===== config.mk =====
export PLATFORM = sky130hd
export DESIGN_NAME = bsg_murn_converter_buffered
export DESIGN_NICKNAME = d
export VERILOG_FILES = /design/src/rtl/bsg_murn_converter_buffered.sv
export SDC_FILE = /design/constraint.sdc
export NUM_CORES = 1
export LEC_CHECK = 0
export ABC_AREA = 1
export CORE_ASPECT_RATIO = 0.9
export CORE_UTILIZATION = 39
export DETAILED_ROUTE_END_ITERATION = 8
export PLACE_DENSITY = 0.77
export SETUP_SLACK_MARGIN = 0.02
export SLEW_MARGIN = 10
export SYNTH_ARGS = -nofsm -noshare
export SYNTH_HDL_FRONTEND = slang
export SYNTH_SLANG_ARGS = --single-unit

===== constraint.sdc =====
create_clock -name clk_i -period 1.55 [get_ports clk_i]
set_input_delay 0.31 -clock clk_i [delete_from_list [all_inputs] [get_ports clk_i]]
set_output_delay 0.31 -clock clk_i [all_outputs]
set_load 0.1 [all_outputs]

===== src/rtl/bsg_murn_converter_buffered.sv =====
// Per-node bridge between bsg valid/ready|yumi host channels and murn valid/retry switch ports.
// Each node has an optional s2b FIFO, a b2s FIFO, a flush and a sticky protocol-error flag.
module bsg_murn_converter_buffered #(
  parameter int unsigned nodes_p      = 1,
  parameter int unsigned ring_width_p = 8,
  parameter int unsigned s2b_els_p    = 0,
  parameter int unsigned b2s_els_p    = 2,
  parameter int unsigned cnt_width_p  =
    $clog2(((s2b_els_p > b2s_els_p) ? s2b_els_p : b2s_els_p) + 1)
) (
  input  logic                                    clk_i,
  input  logic                                    reset_n_i,
  input  logic [nodes_p-1:0]                      flush_i,
  input  logic [nodes_p-1:0]                      v_i,
  output logic [nodes_p-1:0]                      ready_o,
  input  logic [nodes_p-1:0][ring_width_p-1:0]    data_i,
  output logic [nodes_p-1:0]                      switch_2_blockValid,
  input  logic [nodes_p-1:0]                      switch_2_blockRetry,
  output logic [nodes_p-1:0][ring_width_p-1:0]    switch_2_blockData,
  input  logic [nodes_p-1:0]                      block_2_switchValid,
  output logic [nodes_p-1:0]                      block_2_switchRetry,
  input  logic [nodes_p-1:0][ring_width_p-1:0]    block_2_switchData,
  output logic [nodes_p-1:0]                      v_o,
  input  logic [nodes_p-1:0]                      yumi_i,
  output logic [nodes_p-1:0][ring_width_p-1:0]    data_o,
  output logic [nodes_p-1:0][cnt_width_p-1:0]     s2b_count_o,
  output logic [nodes_p-1:0][cnt_width_p-1:0]     b2s_count_o,
  output logic [nodes_p-1:0]                      proto_err_o
);

  // Goes high one edge after reset release so traffic starts a cycle later.
  logic [nodes_p-1:0] live_r;

  always_ff @(posedge clk_i or negedge reset_n_i) begin
    if (!reset_n_i) live_r <= '0;
    else            live_r <= '1;
  end

  always_ff @(posedge clk_i) begin
    assert (b2s_els_p >= 2) else $error("b2s_els_p must be >= 2");
    assert (s2b_els_p != 1) else $error("s2b_els_p must be 0 or >= 2");
  end

  for (genvar i = 0; i < nodes_p; i++) begin : g_node

    // ---------------- b2s: murn block -> host ----------------
    localparam int unsigned BPW = (b2s_els_p > 2) ? $clog2(b2s_els_p) : 1;

    logic [ring_width_p-1:0] b2s_mem [b2s_els_p];
    logic [BPW-1:0]          b2s_rd, b2s_wr;
    logic [cnt_width_p-1:0]  b2s_cnt;
    logic                    b2s_err, b2s_enq, b2s_deq;

    assign block_2_switchRetry[i] = ~live_r[i] | flush_i[i] |
                                    (b2s_cnt == cnt_width_p'(b2s_els_p));
    assign b2s_enq        = block_2_switchValid[i] & ~block_2_switchRetry[i];
    assign v_o[i]         = (b2s_cnt != '0);
    assign b2s_deq        = yumi_i[i] & v_o[i];
    assign data_o[i]      = b2s_mem[b2s_rd];
    assign b2s_count_o[i] = b2s_cnt;
    assign proto_err_o[i] = b2s_err;

    always_ff @(posedge clk_i) begin
      if (b2s_enq) b2s_mem[b2s_wr] <= block_2_switchData[i];
    end

    always_ff @(posedge clk_i or negedge reset_n_i) begin
      if (!reset_n_i) begin
        b2s_rd  <= '0;
        b2s_wr  <= '0;
        b2s_cnt <= '0;
        b2s_err <= 1'b0;
      end else if (flush_i[i]) begin
        b2s_rd  <= '0;
        b2s_wr  <= '0;
        b2s_cnt <= '0;
        b2s_err <= 1'b0;
      end else begin
        if (b2s_enq) b2s_wr <= (b2s_wr == BPW'(b2s_els_p - 1)) ? '0 : b2s_wr + 1'b1;
        if (b2s_deq) b2s_rd <= (b2s_rd == BPW'(b2s_els_p - 1)) ? '0 : b2s_rd + 1'b1;
        b2s_cnt <= b2s_cnt + cnt_width_p'(b2s_enq) - cnt_width_p'(b2s_deq);
        // A word offered while retry is up is dropped and flagged.
        if (block_2_switchValid[i] & block_2_switchRetry[i]) b2s_err <= 1'b1;
      end
    end

    always_ff @(posedge clk_i) begin
      if (reset_n_i) assert (!(yumi_i[i] && !v_o[i])) else $error("yumi_i without v_o");
    end

    // ---------------- s2b: host -> murn block ----------------
    if (s2b_els_p == 0) begin : g_pass
      // Valid is gated during flush so the switch never takes a word the host thinks is refused.
      assign switch_2_blockValid[i] = v_i[i] & live_r[i] & ~flush_i[i];
      assign ready_o[i]             = live_r[i] & ~switch_2_blockRetry[i] & ~flush_i[i];
      assign switch_2_blockData[i]  = data_i[i];
      assign s2b_count_o[i]         = '0;
    end else begin : g_fifo
      localparam int unsigned SPW = (s2b_els_p > 2) ? $clog2(s2b_els_p) : 1;

      logic [ring_width_p-1:0] s2b_mem [s2b_els_p];
      logic [SPW-1:0]          s2b_rd, s2b_wr;
      logic [cnt_width_p-1:0]  s2b_cnt;
      logic                    s2b_enq, s2b_deq;

      // ready_o deliberately ignores retry: full blocks enqueue even if a dequeue is pending.
      assign ready_o[i]             = live_r[i] & ~flush_i[i] &
                                      (s2b_cnt != cnt_width_p'(s2b_els_p));
      assign s2b_enq                = v_i[i] & ready_o[i];
      assign switch_2_blockValid[i] = (s2b_cnt != '0);
      assign s2b_deq                = switch_2_blockValid[i] & ~switch_2_blockRetry[i];
      assign switch_2_blockData[i]  = s2b_mem[s2b_rd];
      assign s2b_count_o[i]         = s2b_cnt;

      always_ff @(posedge clk_i) begin
        if (s2b_enq) s2b_mem[s2b_wr] <= data_i[i];
      end

      always_ff @(posedge clk_i or negedge reset_n_i) begin
        if (!reset_n_i) begin
          s2b_rd  <= '0;
          s2b_wr  <= '0;
          s2b_cnt <= '0;
        end else if (flush_i[i]) begin
          s2b_rd  <= '0;
          s2b_wr  <= '0;
          s2b_cnt <= '0;
        end else begin
          if (s2b_enq) s2b_wr <= (s2b_wr == SPW'(s2b_els_p - 1)) ? '0 : s2b_wr + 1'b1;
          if (s2b_deq) s2b_rd <= (s2b_rd == SPW'(s2b_els_p - 1)) ? '0 : s2b_rd + 1'b1;
          s2b_cnt <= s2b_cnt + cnt_width_p'(s2b_enq) - cnt_width_p'(s2b_deq);
        end
      end
    end
  end

endmodule


Word level (Yosys, flattened, before mapping) --
Memory sizes are Yosys's and may differ from the RTL's. Cells that the tools add are included.
Cells by class: add/subtract/negate cells 4, reduce and logical (&&, ||, !) cells 4, bitwise logic cells 13, muxes and demuxes 11, equality and inequality tests 1
Operators with widths (count):
- $mux W1 | 10
- $reduce_bool A2 Y1 | 4
- $and A1 B1 Y1 | 7
- $not A1 Y1 | 4
- $add A1 B1 Y1 const B | 2
- $add A2 B1 Y2 | 1
- $eq A2 B2 Y1 const B | 1
- $mux W2 | 1
- $or A1 B1 Y1 | 2
- $sub A2 B1 Y2 | 1
Word-level totals: output and inout bits 25, bits in writable memories 16, flip-flop bits (word level) 6, word-level logic and storage cells 39, memories kept 1, input port bits 23
Memory list:
- g_node[0].b2s_mem | depth 2, width 8, read ports 1, clocked after Yosys merged registers in 0, write ports 1, line 49 | logic [ring_width_p-1:0] b2s_mem [b2s_els_p];

Depth between registers and ports, before layout --
Gate-level depths: netlist of the first run.
depth in word-level cells 8, mapped depth 10, mapped depth without buffers 10

Least setup slack after synthesis of the first run --
Ideal clock, no wire load.
path kind input to output, from input port flush_i, to output port ready_o, setup slack -1.168 ns, required time 1.240 ns, data arrival time 2.408 ns, cell stages on the path 1, buffers on the path 0, path through nor3_1
On the way: longest elaborated chain between the ends 2
RTL lines:
- from (decl) | line 13 | input logic [nodes_p-1:0] flush_i,
- $not A1 Y1 | line 95 | assign ready_o[i] = live_r[i] & ~switch_2_blockRetry[i] & ~flush_i[i];
- $and A1 B1 Y1 | line 95
- to (decl) | line 15 | output logic [nodes_p-1:0] ready_o,
No other way between the ends.

Final worst setup path of the first run --
from register g_node[0].b2s_cnt[0] (netlist: b2s_count_o[0]), to register g_node[0].b2s_cnt[0] (netlist: b2s_count_o[0])
On the way: longest elaborated chain between the ends 7, elaborated cells between the ends (all ways) 9, those cells by class add/sub: 2; eq/ne: 1; mux: 1; bitwise: 4; reduce/logical: 1
RTL lines:
- from (decl) | line 51 | logic [cnt_width_p-1:0] b2s_cnt;
- from (signal assigned) | line 81 | b2s_cnt <= b2s_cnt + cnt_width_p'(b2s_enq) - cnt_width_p'(b2s_deq);
- $eq A2 B2 Y1 | line 55 | (b2s_cnt == cnt_width_p'(b2s_els_p));
- $or A1 B1 Y1 | line 54 | assign block_2_switchRetry[i] = ~live_r[i] | flush_i[i] |
- $not A1 Y1 | line 56 | assign b2s_enq = block_2_switchValid[i] & ~block_2_switchRetry[i];
- $and A1 B1 Y1 | line 56
- $add A2 B1 Y2 | line 81
- $sub A2 B1 Y2 * | line 81
- $mux W2 * | line 73 | end else if (flush_i[i]) begin
Every way passes the cells marked *; elsewhere a longest branch is shown, timed or not. A chain may end at the register's enable or synchronous reset.

==> results of run 1 <==
-- per-layer routing --
layer,up-vias,global-route usage [%],wire (um)
met2,20,30.1,1270
met5,-,0,0
met1,374,20.4,850
met3,4,2.10,61
li1,372,-,-
met4,0,9.58,21
-- power by group --
group / internal, mW / switching (mW) / total (mW)
Clock: 0.100 / 0.152 / 0.252
Combinational: 0.894 / 1.52 / 2.41
Sequential: 0.711 / 0.0721 / 0.784
-- cell usage after synthesis --
library cell and instances:
sky130_fd_sc_hd__ha_1 2, sky130_fd_sc_hd__nor3_1 1, sky130_fd_sc_hd__nor2_1 4, sky130_fd_sc_hd__nand2_2 1, sky130_fd_sc_hd__or2_1 1, sky130_fd_sc_hd__inv_1 8
sky130_fd_sc_hd__nand3_2 2, sky130_fd_sc_hd__nand3_1 3, sky130_fd_sc_hd__inv_2 2, sky130_fd_sc_hd__buf_2 1, sky130_fd_sc_hd__dfrtp_1 6, sky130_fd_sc_hd__a21oi_1 2
sky130_fd_sc_hd__buf_4 10, sky130_fd_sc_hd__nand4_1 1, sky130_fd_sc_hd__nor2_2 1, sky130_fd_sc_hd__conb_1 2, sky130_fd_sc_hd__clkinv_1 1, sky130_fd_sc_hd__nand2_1 33
sky130_fd_sc_hd__edfxtp_1 16
-- kinds of logic after synthesis --
kind of cell	after synthesis	share of synthesized area [%]
AOI/OAI and AO/OA	2	1.00
adders and majority gates	2	2.51
buffers and inverters	22	12.2
DFF	22	63.2
other	2	0.752
and+or+nand+nor	47	20.4
-- repair_timing --
item                                    in CTS  in global routing
cloned                                       1                  0
gates resized for setup                     25                 19
pin swaps                                   12                 11
endpoints found under the setup margin      11                 13
setup buffers                                5                  0
-- worst reg2reg max path: cells and delay by family, from the launching register on --
family                   cells  cell delay (ps)
flip-flops                   1              510
adder cells (fa/ha/maj)      2              510
buffers and inverters        5              290
AND/OR/NAND/NOR              3              210
-- placed cells by master (no fill, tap or decap), types with 2 or more instances in the layout --
cell type / count
sky130_fd_sc_hd__nand3_1: 2
sky130_fd_sc_hd__conb_1: 3
sky130_fd_sc_hd__edfxtp_1: 16
sky130_fd_sc_hd__nand2_1: 13
sky130_fd_sc_hd__dfrtp_4: 2
sky130_fd_sc_hd__buf_6: 3
sky130_fd_sc_hd__inv_2: 2
sky130_fd_sc_hd__clkbuf_4: 3
sky130_fd_sc_hd__ha_4: 2
sky130_fd_sc_hd__clkdlybuf4s50_1: 13
sky130_fd_sc_hd__nand3_2: 3
sky130_fd_sc_hd__nand2_4: 15
sky130_fd_sc_hd__nor2_2: 3
sky130_fd_sc_hd__buf_4: 9
sky130_fd_sc_hd__buf_12: 15
sky130_fd_sc_hd__inv_4: 3
sky130_fd_sc_hd__inv_1: 4
sky130_fd_sc_hd__nand2_2: 5
sky130_fd_sc_hd__dfrtp_1: 3
-- final cells by class --
type | count | area share (%)
Tap cell | 28 | 1.97
Inverter | 11 | 3.72
Timing Repair Buffer | 42 | 31.2
Clock buffer | 4 | 1.48
Timing Repair inverter | 1 | 0.632
Multi-Input combinational cell | 54 | 25.1
Sequential cell | 22 | 35.9
-- stage by stage --
step	hold slack, ps	TNS [ps]	cell area (um^2)
3_3_place_gp	491	-2290	1570
3_5_place_dp	495	-2860	1570
5_1_grt	247	-744	1780
4_1_cts	251	-97.2	1710
2_1_floorplan	14.4	-774	1120
6_report	262	-76.0	1780
-- sequential cells by signal, indices dropped and copies added (netlist names) --
name and flops:
b2s_count_o 2, g_node.b2s_mem 16, g_node.b2s_rd 1, g_node.b2s_wr 1, live_r 1, proto_err_o 1
-- final timing paths --
path	cells past startpoint	start	slack, ps	endpoint
hold reg to reg	2	g_node[0].b2s_wr	530	g_node[0].b2s_wr
setup / recovery	10	b2s_count_o[0]	-30	b2s_count_o[0]
setup reg to reg	10	b2s_count_o[0]	-30	b2s_count_o[0]
hold / removal	1	reset_n_i	260	b2s_count_o[1]
max in group asynchronous	1	reset_n_i	1020	b2s_count_o[0]
min in group clk_i	3	flush_i	460	b2s_count_o[0]
==> results summary, run 1 <==
The wire length after detailed routing came out at around 2200 um. For this run, the slowest stage of the critical path takes 510 ps. The violation count after the first detailed-routing iteration came out at 26. The setup violation total in the final timing report came out at 7. The clock slew at the register clock pins of the worst setup and hold paths came out at 100 ps. The worst setup path is captured at a register. The utilization after layout came out at 72.8%.

The max-cap check violation count is 0. The area growth from synthesis to final layout is 78.3%. The site row count is 17. The power density over cell area came out at between 1500 and 2000 mW/mm^2. The share of the clock period used by the worst path came out at 102%. The peak clock frequency supported by timing came out at approximately 0.63 GHz. By area the synthesized netlist is led by sky130_fd_sc_hd__edfxtp_1 (48%), sky130_fd_sc_hd__dfrtp_1 (15%), sky130_fd_sc_hd__nand2_1 (12%).

The average via count per standard cell came out at between 4 and 5. During synthesis, Yosys emitted a total of 0 warnings. The cell at the root of the clock tree is sky130_fd_sc_hd__clkbuf_4. The number of antenna diodes came out at 0. The synthesized area per cell came out at just over 10 um^2. The share of Yosys cell area claimed by the top area cell type is about half.

Of the cells placed in the final design, the portion with a size suffix greater than 1 is a little under three fifths. The area of the core is between 0.002 and 0.0025 mm^2. The H-tree depth is 1. Timing analysis after detailed placement gives a worst setup slack of -204 ps. The critical path goes through inv_4 > buf_6 > nand2_8 > nand2_4 > clkinv_4 > ha_4 > inv_4 > ha_4 > inv_2 > nor2_2. After synthesis the cells add up to about 1000 um^2. The final reports fail on DRC, setup timing.

Setup repair after global routing could not meet its margin everywhere. In this run the static leakage power is 0.734 nW. The count of pins over their slew limit came to 0. The congestion estimate from routability-driven global placement came to roughly 0.73. The worst path arrival time came out at around 1800 ps. The total of flip-flops plus latches after synthesis came out at 22. The post-synthesis instance total is 97. 48 I/O pins were placed. The peak fanout along the critical path is 2. The number of buffers created by CTS came out at 3. The via count of the first global-routing pass came out at a little under 800.

The overall power came out at roughly 3.4 mW. The maximum number of pins on one net before global-route repair is 13. The number of distinct library cells after synthesis came out at 19.

The first-pass iteration count of the detailed router came out at 6. The run finished, with violations left. The clock skew came out at 3.63 ps. The total buffers and inverters traversed by the critical path came out at 5. The height of the chip came out at ~50 um. For this design, the CTS-stage hold fixing added 0 buffers. The clock network latency to the later pin of the worst-skew pair is between 200 and 300 ps. Global routing finished with a remaining overflow of 0. The start-to-end type of the worst setup path is reg2reg. The multi-input combinational cells in the finished layout cover a total of 447 um^2.

The final hold violation count came out at 0. The minimum period implied by the final worst setup slack is ~1600 ps. The worst voltage drop across the vdd grid is approximately 1700 uV.

The TritonCTS clock tree is yes. The die covers about 0.0028 mm^2. The final net count came out at 160.

In this run the deepest clock path goes through 2 buffers. The required time of the critical path came out at about 1800 ps. The total area of sequential cells came out at 639 um^2. The number of placed instances with taps included came out at roughly 150.

The placed wire-length estimate after detailed placement is around 1500 um. In this run the horizontal extent of the chip is between 50 and 60 um. STA classifies the critical path startpoint as a register. The least setup slack across all paths after layout is -30.9 ps. The first global-routing pass estimated 3560 um of wire. The residual antenna-violating net count after detailed routing is 0. The number of clock sinks came out at 22.

After detailed routing, the average wire length per cell comes to roughly 14 um. The filler cell count is ~150. The cell family contributing the most delay on the critical path is flip-flops. The count of buffers inserted at the top-level ports is 29. The routed layout has between 700 and 800 vias. Global routing used ~17% of the available tracks. The starting density of the core is 40.8%. The critical path's slowest cell is sky130_fd_sc_hd__dfrtp_4. In this run the worst hold path is classified as in2async. The number of antenna violations at the first check in global routing is 0. The finished layout holds approximately 160 standard cells, fillers aside. The sequential area share after synthesis is between 60% and 70%. sky130_fd_sc_hd__edfxtp_1 takes more of the synthesized area than any other cell. The final routed DRC violation total came out at 3.
(Power assumes the default switching activity.)
==> run 2: changes to the inputs <==
CAP_MARGIN = 10   (was unset)
RECOVER_POWER = 100   (was unset)
==> results summary, run 2 (same netlist as run 1, synthesis figures left out) <==
The final routed DRC violation total came out at 1 (was 3). The average via count per standard cell came out at 4.75 (about the same). The switching power total is 1.74 mW (about the same). The part of the power in registers was 22.8% (was 22.7%). The maximum cell stage delay along the critical path was 510 ps (about the same). The count of pins over their slew limit is 0 (unchanged). The relative contribution of combinational cells to total power came out at 69.8% (was 69.9%). The average routed wire per standard cell was 13.7 um (was 13.6 um).

The overall power came out at 3.42 mW (was 3.44 mW). The residual antenna-violating net count after detailed routing is 0 (unchanged). The minimum period implied by the final worst setup slack is 1580 ps (about the same). The all-layer global routing usage came out at 17.1% (unchanged). The total buffers and inverters traversed by the critical path is 5 (unchanged).

The height of the chip is 50 um (unchanged). The H-tree depth was 1 (unchanged). The peak clock frequency supported by timing is 0.633 GHz (about the same). Most used cells in the layout excluding fill and tap cells: sky130_fd_sc_hd__edfxtp_1 (16), sky130_fd_sc_hd__nand2_4 (15), sky130_fd_sc_hd__nand2_1 (13), sky130_fd_sc_hd__buf_12 (13), sky130_fd_sc_hd__dlygate4sd3_1 (9) (was sky130_fd_sc_hd__edfxtp_1 (16), sky130_fd_sc_hd__nand2_4 (15), sky130_fd_sc_hd__buf_12 (15), sky130_fd_sc_hd__nand2_1 (13), sky130_fd_sc_hd__clkdlybuf4s50_1 (13)).

The routing usage on met2 is 30.1% (unchanged). The worst voltage drop across the vdd grid was 1660 uV (about the same). The internal power summed over all cells came to 1.69 mW (was 1.71 mW). The cell family contributing the most delay on the critical path is flip-flops (unchanged). The utilization after layout is 71.6% (was 72.8%). The overall die area is 0.00277 mm^2 (unchanged). The first-pass iteration count of the detailed router came out at 9 (was 6). The I/O pin total is 48 (unchanged). The clock network latency to the later pin of the worst-skew pair is 300 ps (was 290 ps). The count of buffers inserted at the top-level ports came out at 29 (unchanged). The final net count came to 160 (unchanged). The peak fanout along the critical path is 2 (unchanged). The number of placed instances with taps included is 152 (unchanged). The die extent in x is 55.3 um (unchanged). The clock skew is 3.90 ps (was 3.63 ps).

The layer with the highest usage is met2 (unchanged). The setup violation total in the final timing report came out at 7 (unchanged). The site row count is 17 (unchanged). The via count is 769 (was 770). The placed wire-length estimate after detailed placement came out at 1490 um (unchanged). The clock slew at the register clock pins of the worst setup and hold paths is 100 ps (about the same). The cell leakage power came to 0.728 nW (was 0.734 nW). The maximum root-to-sink buffer count came to 2 (unchanged). The number of clock sinks is 22 (unchanged). The met1 global-route usage came out at 20.4% (unchanged). The starting density of the core came out at 40.8% (unchanged).

The number of antenna violations at the first check in global routing is 0 (unchanged). The share of layout cells above drive strength 1 came to 55.2% (unchanged). The max-cap check violation count came out at 0 (unchanged).

The cell at the root of the clock tree was sky130_fd_sc_hd__clkbuf_4 (unchanged). The number of antenna diodes is 0 (unchanged). The required time of the critical path came out at 1780 ps (about the same). The most common library cell in the layout ignoring fill and taps is sky130_fd_sc_hd__edfxtp_1 (unchanged). The part of the power in the clock network came out at 7.3% (about the same). The area of the core came to 0.00245 mm^2 (unchanged). The number of flip-flops under the largest register name is 16 (unchanged). Result of the run: finished with violations (unchanged). The switching share of power came out at 50.7% (was 50.5%). Unrepaired setup endpoints after global routing: yes (unchanged).

The total global routing overflow is 0 (unchanged). The violation count after the first detailed-routing iteration came out at 24 (was 26). The number of buffers created by CTS came out at 3 (unchanged). The kind of end point of the critical path is a register (unchanged).

The path class of the lowest-slack min-delay path is in2async (unchanged). The global placer's final weighted congestion is 0.734 (unchanged). The critical path's slowest cell was sky130_fd_sc_hd__dfrtp_4 (unchanged). The least setup slack across all paths after layout is -30.2 ps (was -30.9 ps). Crit-path cells: inv_4 > buf_6 > nand2_8 > nand2_4 > clkinv_4 > ha_4 > inv_4 > ha_4 > inv_2 > nor2_2 (unchanged). The maximum number of pins on one net before global-route repair came out at 13 (unchanged). The area growth from synthesis to final layout is 75.4% (was 78.3%).

The via count of the first global-routing pass came out at 778 (unchanged). The wire length after detailed routing came to 2210 um (about the same). The final cell count without fillers is 162 (unchanged).

The kind of start point of the critical path is a register (unchanged). Violations in the final reports: DRC, setup timing (unchanged). The TritonCTS clock tree is yes (unchanged). The global-route met3 utilization came to 2.10% (unchanged). The pre-CTS setup slack came out at -204 ps (unchanged). The power density over cell area came out at 1950 mW/mm^2 (was 1930 mW/mm^2). The start-to-end type of the worst setup path is reg2reg (unchanged). The register with the highest flop count is g_node.b2s_mem (unchanged). The worst path arrival time came out at 1810 ps (about the same). The share of the clock period used by the worst path is 102% (about the same).

The final hold violation count is 0 (unchanged). The wire length of the first global-routing pass is 3560 um (unchanged).
-- run 2: cell type report --
cell class,instances,area [um^2]
timing repair buffer,42,527
sequential,22,639
timing repair inverter,1,11.3
multi-input combinational,54,447
fill,156,694
tap,28,35.0
inverter,11,66.3
clock buffer,4,26.3
-- run 2: path summary, 6_finish.rpt --
path,startpoint,end,slack (ps),depth (start not counted)
worst max-delay path,b2s_count_o[0],b2s_count_o[0],-30,10
worst min-delay path,reset_n_i,b2s_count_o[0],330,1
worst max register to register,b2s_count_o[0],b2s_count_o[0],-30,10
worst min register to register,g_node[0].b2s_wr,g_node[0].b2s_wr,530,2
max in group asynchronous,reset_n_i,b2s_count_o[1],960,1
min in group clk_i,flush_i,b2s_count_o[0],460,3
-- run 2: worst register-to-register path, stage by stage (launching register included) --
cell	delay [ps]
sky130_fd_sc_hd__dfrtp_4	510
sky130_fd_sc_hd__inv_4	70
sky130_fd_sc_hd__buf_6	100
sky130_fd_sc_hd__nand2_8	50
sky130_fd_sc_hd__nand2_4	70
sky130_fd_sc_hd__clkinv_4	60
sky130_fd_sc_hd__ha_4	260
sky130_fd_sc_hd__inv_4	30
sky130_fd_sc_hd__ha_4	250
sky130_fd_sc_hd__inv_2	30
sky130_fd_sc_hd__nor2_2	80
-- run 2: layer usage --
| layer | vias up | part of all wire, % |
|---|---|---|
| met5 | - | 0 |
| met4 | 0 | 0.95 |
| met3 | 4 | 3.3 |
| met2 | 22 | 57 |
| met1 | 370 | 39 |
| li1 | 373 | - |
-- run 2: stage by stage --
step	TNS [ps]	instance area [um^2]	hold WS, ps
after floorplan	-774	1120	14.4
after global placement	-2290	1570	491
after detailed placement	-2860	1570	495
after CTS	-97.2	1710	251
after global routing	-744	1750	317
final	-74.2	1750	328
-- run 2: timing repair --
item	CTS	global route
pin swaps	12	11
gates resized for setup	25	19
endpoints found under the setup margin	11	13
hold buffers	0	0
endpoints found under the hold margin	0	0
setup buffers	5	0
cloned	1	0
-- run 2: power by group through the flow --
stage	Sequential (mW)	Combinational, mW	Clock, mW
2_1_floorplan	0.967	1.27	0
6_report	0.782	2.39	0.252
3_3_place_gp	0.796	2.04	0
5_1_grt	0.791	2.48	0.292
4_1_cts	0.776	2.30	0.262
3_5_place_dp	0.800	2.08	0
